$ cat src/rtl/jtcps2_pkg.sv
// Shared definitions for the CPS2 key-load sequencer: state encoding and key size.
package jtcps2_pkg;

  // Total key bytes held by the key-load register file.
  localparam int KEY_BYTES = 20;

  // Sequencer states, in the order a normal load walks through them.
  typedef enum logic [2:0] {
    ST_IDLE    = 3'd0,
    ST_CLR     = 3'd1,
    ST_FETCH   = 3'd2,
    ST_EMIT_LO = 3'd3,
    ST_GAP_LO  = 3'd4,
    ST_EMIT_HI = 3'd5,
    ST_GAP_HI  = 3'd6,
    ST_DONE    = 3'd7
  } keyseq_state_t;

endpackage

$ cat src/rtl/jtcps2_keyseq_emit.sv
// Byte strobe generator: passes the one-cycle write pulse through and times the
// GAP low cycles that follow it, flagging the last gap cycle to the sequencer.
module jtcps2_keyseq_emit #(
  parameter int GAP = 4
) (
  input  logic clk,
  input  logic rst,
  input  logic fire,      // sequencer is in an EMIT state this cycle
  input  logic gap_act,   // sequencer is in a GAP state this cycle
  output logic kl_we,
  output logic gap_last
);

  localparam logic [3:0] GAP_LOAD = 4'(GAP - 1);

  logic [3:0] gap_cnt;

  // Load the gap length on the strobe, then count down to zero; never wraps.
  always_ff @(posedge clk or posedge rst) begin
    if (rst) begin
      gap_cnt <= '0;
    end else if (fire) begin
      // NOTE: state registers use non-blocking assignments so every flop samples pre-edge values.
      gap_cnt <= GAP_LOAD;
    end else if (gap_act && (gap_cnt != 4'd0)) begin
      gap_cnt <= gap_cnt - 4'd1;
    end
  end

  assign kl_we    = fire;
  assign gap_last = gap_act && (gap_cnt == 4'd0);

endmodule

$ cat src/rtl/jtcps2_keyseq.sv
// CPS2 key-load sequencer: reads WORDS 16-bit words from SDRAM starting at
// KEY_BASE and writes them byte by byte (low byte first) into the key-load
// register file, with GAP idle cycles after every byte strobe.
// Optional feature: define JTCPS2_KEYSEQ_SUM_EN to enable the 12-bit running
// byte checksum on 'sum'; otherwise 'sum' is tied to zero.
module jtcps2_keyseq
  import jtcps2_pkg::*;
#(
  parameter logic [21:0] KEY_BASE = 22'h0,
  parameter int          GAP      = 4,
  parameter int          WORDS    = KEY_BYTES / 2
) (
  input  logic        clk,
  input  logic        rst,
  input  logic        start,
  input  logic        abort,
  output logic        busy,
  output logic        done,
  output logic [21:0] mem_addr,
  output logic        mem_rd,
  input  logic        mem_ok,
  input  logic [15:0] mem_data,
  output logic        kl_clr,
  output logic [7:0]  kl_din,
  output logic        kl_we,
  output logic [11:0] sum
);

  localparam int               IDX_W    = (WORDS > 1) ? $clog2(WORDS) : 1;
  localparam logic [IDX_W-1:0] IDX_LAST = IDX_W'(WORDS - 1);

  keyseq_state_t    state_q, state_d;
  logic [IDX_W-1:0] idx_q;
  logic [15:0]      data_q;
  logic             fire, gap_act, gap_last;

  // State register.
  always_ff @(posedge clk or posedge rst) begin
    if (rst) state_q <= ST_IDLE;
    else     state_q <= state_d;
  end

  // Next-state logic; abort overrides everything while a sequence is running.
  always_comb begin
    // NOTE: default assigned first so no path leaves state_d unassigned (no latch).
    state_d = state_q;
    case (state_q)
      ST_IDLE,
      ST_DONE:    if (start && !abort) state_d = ST_CLR;
      ST_CLR:     state_d = ST_FETCH;
      ST_FETCH:   if (mem_ok) state_d = ST_EMIT_LO;
      ST_EMIT_LO: state_d = ST_GAP_LO;
      ST_GAP_LO:  if (gap_last) state_d = ST_EMIT_HI;
      ST_EMIT_HI: state_d = ST_GAP_HI;
      ST_GAP_HI:  if (gap_last) state_d = (idx_q == IDX_LAST) ? ST_DONE : ST_FETCH;
      default:    state_d = ST_IDLE;
    endcase
    if (abort && busy) state_d = ST_IDLE;
  end

  // Word index: cleared at the start of a load, advanced after each high byte.
  always_ff @(posedge clk or posedge rst) begin
    if (rst) begin
      idx_q <= '0;
    end else if (state_q == ST_CLR) begin
      idx_q <= '0;
    end else if ((state_q == ST_GAP_HI) && gap_last && (idx_q != IDX_LAST) && !abort) begin
      idx_q <= idx_q + 1'b1;
    end
  end

  // Capture the memory word on the acknowledge cycle of a FETCH only.
  always_ff @(posedge clk or posedge rst) begin
    if (rst) begin
      data_q <= '0;
    end else if ((state_q == ST_FETCH) && mem_ok) begin
      data_q <= mem_data;
    end
  end

  assign fire    = (state_q == ST_EMIT_LO) || (state_q == ST_EMIT_HI);
  assign gap_act = (state_q == ST_GAP_LO)  || (state_q == ST_GAP_HI);

  jtcps2_keyseq_emit #(
    .GAP (GAP)
  ) u_emit (
    .clk      (clk),
    .rst      (rst),
    .fire     (fire),
    .gap_act  (gap_act),
    .kl_we    (kl_we),
    .gap_last (gap_last)
  );

  assign busy     = (state_q != ST_IDLE) && (state_q != ST_DONE);
  assign done     = (state_q == ST_DONE);
  assign kl_clr   = (state_q == ST_CLR);
  assign mem_rd   = (state_q == ST_FETCH);
  assign mem_addr = KEY_BASE + 22'(idx_q);
  assign kl_din   = ((state_q == ST_EMIT_HI) || (state_q == ST_GAP_HI)) ? data_q[15:8] : data_q[7:0];

`ifdef JTCPS2_KEYSEQ_SUM_EN
  logic [11:0] sum_q;

  // Running byte checksum: restarted in CLR, accumulates each strobed byte.
  always_ff @(posedge clk or posedge rst) begin
    if (rst) begin
      sum_q <= '0;
    end else if (state_q == ST_CLR) begin
      sum_q <= '0;
    end else if (kl_we) begin
      sum_q <= sum_q + {4'd0, kl_din};
    end
  end

  assign sum = sum_q;
`else
  assign sum = 12'd0;
`endif

endmodule

$ cat config.mk
export PLATFORM = sky130hd
export DESIGN_NAME = jtcps2_keyseq
export DESIGN_NICKNAME = d
export VERILOG_FILES = /design/src/rtl/jtcps2_pkg.sv /design/src/rtl/jtcps2_keyseq_emit.sv /design/src/rtl/jtcps2_keyseq.sv
export SDC_FILE = /design/constraint.sdc
export NUM_CORES = 1
export LEC_CHECK = 0
export CELL_PAD_IN_SITES_DETAIL_PLACEMENT = 1
export CELL_PAD_IN_SITES_GLOBAL_PLACEMENT = 1
export CORE_UTILIZATION = 49
export CTS_BUF_LIST = sky130_fd_sc_hd__clkbuf_8
export DETAILED_ROUTE_END_ITERATION = 10
export DONT_BUFFER_PORTS = 1
export PLACE_DENSITY = 0.84
export SYNTH_ARGS = -nofsm -noshare
export SYNTH_HDL_FRONTEND = slang
export SYNTH_HIERARCHICAL = 1
export SYNTH_SLANG_ARGS = --single-unit
$ cat constraint.sdc
create_clock -name clk -period 2.1 [get_ports clk]
set_input_delay 0.42 -clock clk [delete_from_list [all_inputs] [get_ports clk]]
set_output_delay 0.42 -clock clk [all_outputs]
set_load 0.1 [all_outputs]
==> impl_metrics.toml <==
[clock_tree]
clock_path_buffers = 2
cts_root_buffer = "clkbuf_8"
numClockSinks = 27
cts_tree = "built"
cts_buffers = 3
h-tree-depth = 1
clk_pin_slew_ns = 0.09
insertion_delay_ns = 0.27

[worst_setup_path]
crit_family = "buffers and inverters"
cpPeakStageDelay_ns = 0.45
path_class = "flip-flop to output pin"
reg2reg_slack_ns = 0.20
arrival_ns = 1.65
worstSetupStartpointType = "flip-flop"
critPathMostFrequentCell = "buf_4"
endpoint_kind = "output pin"
worstPathMaxFanout = 9
cp_cell_sequence = "buf_4, buf_4, xor2_1, and2_1, buf_12"
worstPathBufferInverterCount = 3
cp_slowest_cell = "dfrtp_2"
required_ns = 1.68

[hold_path]
hold_path.class = "primary input to asynchronous set/reset pin"

[power_and_ir_drop]
p_total_uw = 3070
p_per_area_mw_per_mm2 = 1460
peakVddDrop_v = 0.000769
p_leak_uw = 0.00105

[logic_synthesis]
syn_area_mm2 = 0.00174
seq_area_frac_synth_pct = 38.9
synthFlopType = "dfrtp_1"
ys_async_sr_fraction_pct = 100
yosysWarnings = 6
synth_edf_count = 0
synth_cell_types = 42
synth_top_area_share_pct = 38.9
ys_seq_elements = 27
yosysMostFrequentCell = "buf_4"
muxShareOfSynthArea_pct = 19.6
synth_compound_area_share_pct = 4.90
synth-xor-area-share_pct = 1.01
ys_top_cells_by_count = "buf_4 (33), dfrtp_1 (27), mux2_2 (24)"
synth_top_family_by_area = "multiplexers"
synth_fa_ha_area_share_pct = 2.88
synthTopCellsByArea = "dfrtp_1 (39%), mux2_2 (16%), buf_4 (14%)"
synth_top_area_cell = "dfrtp_1"
postSynthCellCount = 161
syn_area_per_cell_um2 = 10.8
yosys.area_share.simple_pct = 15.7

[layout]
layout.nets = 214
design_area_mm2 = 0.00210
finish.utilization_pct = 62.5
antennaDiodeCount = 0
drive_gt1_share_pct = 37.8
area_delta_synth_final_pct = 20.9
stdcell_count = 234
num-fill-cells = 385

[timing]
fin_crit_ns = 2.07
post-route-period-util_pct = 98.4
clock-skew-final_ns = 0.00182
max_freq_mhz = 484
hold_violations = 0
final_max_slew_viol_count = 0
finalSetupViolCount = 0

[global_routing]
grt_antenna_before_repair = 0
grt_pass1_vias = 1218
track_usage_pct = 23.7
grt_pass1_wl_um = 6290
grt_max_degree = 24
overflow = 0

[route]
ant_nets = 0
wl_um = 4320
avgRoutedWirePerCell_um = 18.5
vias = 1203
drt_iter0_markers = 30
vias_per_cell = 5.14
firstDrtPassIters = 4
drc = 0

[floorplanning]
core-area_mm2 = 0.00336
io_pins = 68
fp.dieH_um = 61.6
die_w_um = 61.6
num_rows = 21
start_util_pct = 51.7
die_area_mm2 = 0.00379

[place]
dp_hpwl_um = 3360
dpl.cell_count = 224
dpl_cell_area_mm2 = 0.00197
gp_congestion = 0.853
io_buffers = 0

[run_status]
status = "complete, no violations"

[run]
cap_violations = 0
==> routing by layer <==
layer	vias to the layer above	routed length (µm)	global-route usage (%)
met1	613	1460	24.8
li1	540	-	-
met3	10	165	3.99
met4	0	124	10.2
met5	-	0	0
met2	40	2570	46.1
==> sequential cells by signal (all words and copies together) (netlist names) <==
register	cells
data_q	16
idx_q	4
state_q	3
u_emit/gap_cnt	4
==> report_power, final <==
| group | leakage (µW) | total (µW) | switching [µW] | internal [µW] |
|---|---|---|---|---|
| Clock | 0.0000269 | 295 | 164 | 131 |
| Combinational | 0.000688 | 1910 | 1240 | 675 |
| Sequential | 0.000331 | 865 | 152 | 714 |
| Total | 0.00105 | 3070 | 1550 | 1520 |
==> cell type report <==
class	count	area [µm²]	area share (%)
multi-input cells	120	927	44.1
clock inverters	1	3.75	0.179
flip-flops and latches	27	679	32.3
well taps	46	57.6	2.74
clock buffers	3	41.3	1.97
inverters	7	26.3	1.25
repair buffers	30	365	17.4
==> cell families after synthesis <==
logic type / after synthesis
AND/OR/NAND/NOR: 41
AO/OA/AOI/OAI: 12
multiplexers: 31
XOR/XNOR: 2
adder cells (fa/ha/maj): 4
other: 1
buffers and inverters: 43
flip-flops: 27
==> through the flow <==
step           setup TNS, ns  hold WS [ns]  setup slack (ns)
6_report                   0        0.0748            0.0339
5_1_grt              -0.0411        0.0921           -0.0411
4_1_cts                    0        0.0797            0.0109
3_5_place_dp               0         0.209             0.149
3_3_place_gp               0         0.200             0.206
2_1_floorplan         -0.164         0.186            -0.164
==> final timing paths <==
path | start | end | cells past startpoint
setup / recovery | state_q[1]$_DFFE_PP0P_ | kl_we | 5
min in group clk | abort | state_q[1]$_DFFE_PP0P_ | 1
hold reg to reg | data_q[12]$_DFFE_PP0P_ | data_q[12]$_DFFE_PP0P_ | 1
setup reg to reg | state_q[0]$_DFFE_PP0P_ | state_q[0]$_DFFE_PP0P_ | 6
hold / removal | rst | data_q[8]$_DFFE_PP0P_ | 2
max in group asynchronous | rst | u_emit/gap_cnt[0]$_DFFE_PP0P_ | 2
==> cell usage in the layout (no fill, tap or decap), types with 2 or more instances in the layout <==
master	count
buf_12	11
inv_1	8
dfrtp_1	24
a21oi_1	2
or3b_2	2
and2_1	2
nand3_1	2
mux2_4	7
o21a_1	2
nor2_1	5
dfrtp_2	3
mux2i_1	7
clkbuf_8	3
mux2_2	17
conb_1	30
ha_1	4
nand2_1	7
nor2b_1	3
o21ai_0	2
buf_4	18
and3_1	2
==> worst register-to-register path, stage by stage (launching register included) <==
cell and delay (ns):
dfrtp_2 0.45, buf_4 0.19, and2b_1 0.22, nor3b_1 0.31
mux2i_1 0.11, or4_1 0.43, o211ai_1 0.11
==> repair_timing <==
item	in CTS	in global routing
resized for setup	3	9
pin swaps	0	1
setup buffers	1	4
setup endpoints to repair	9	9
hold buffers	1	0
endpoints found under the hold margin	4	0
Power figures use the tool's default switching activity.
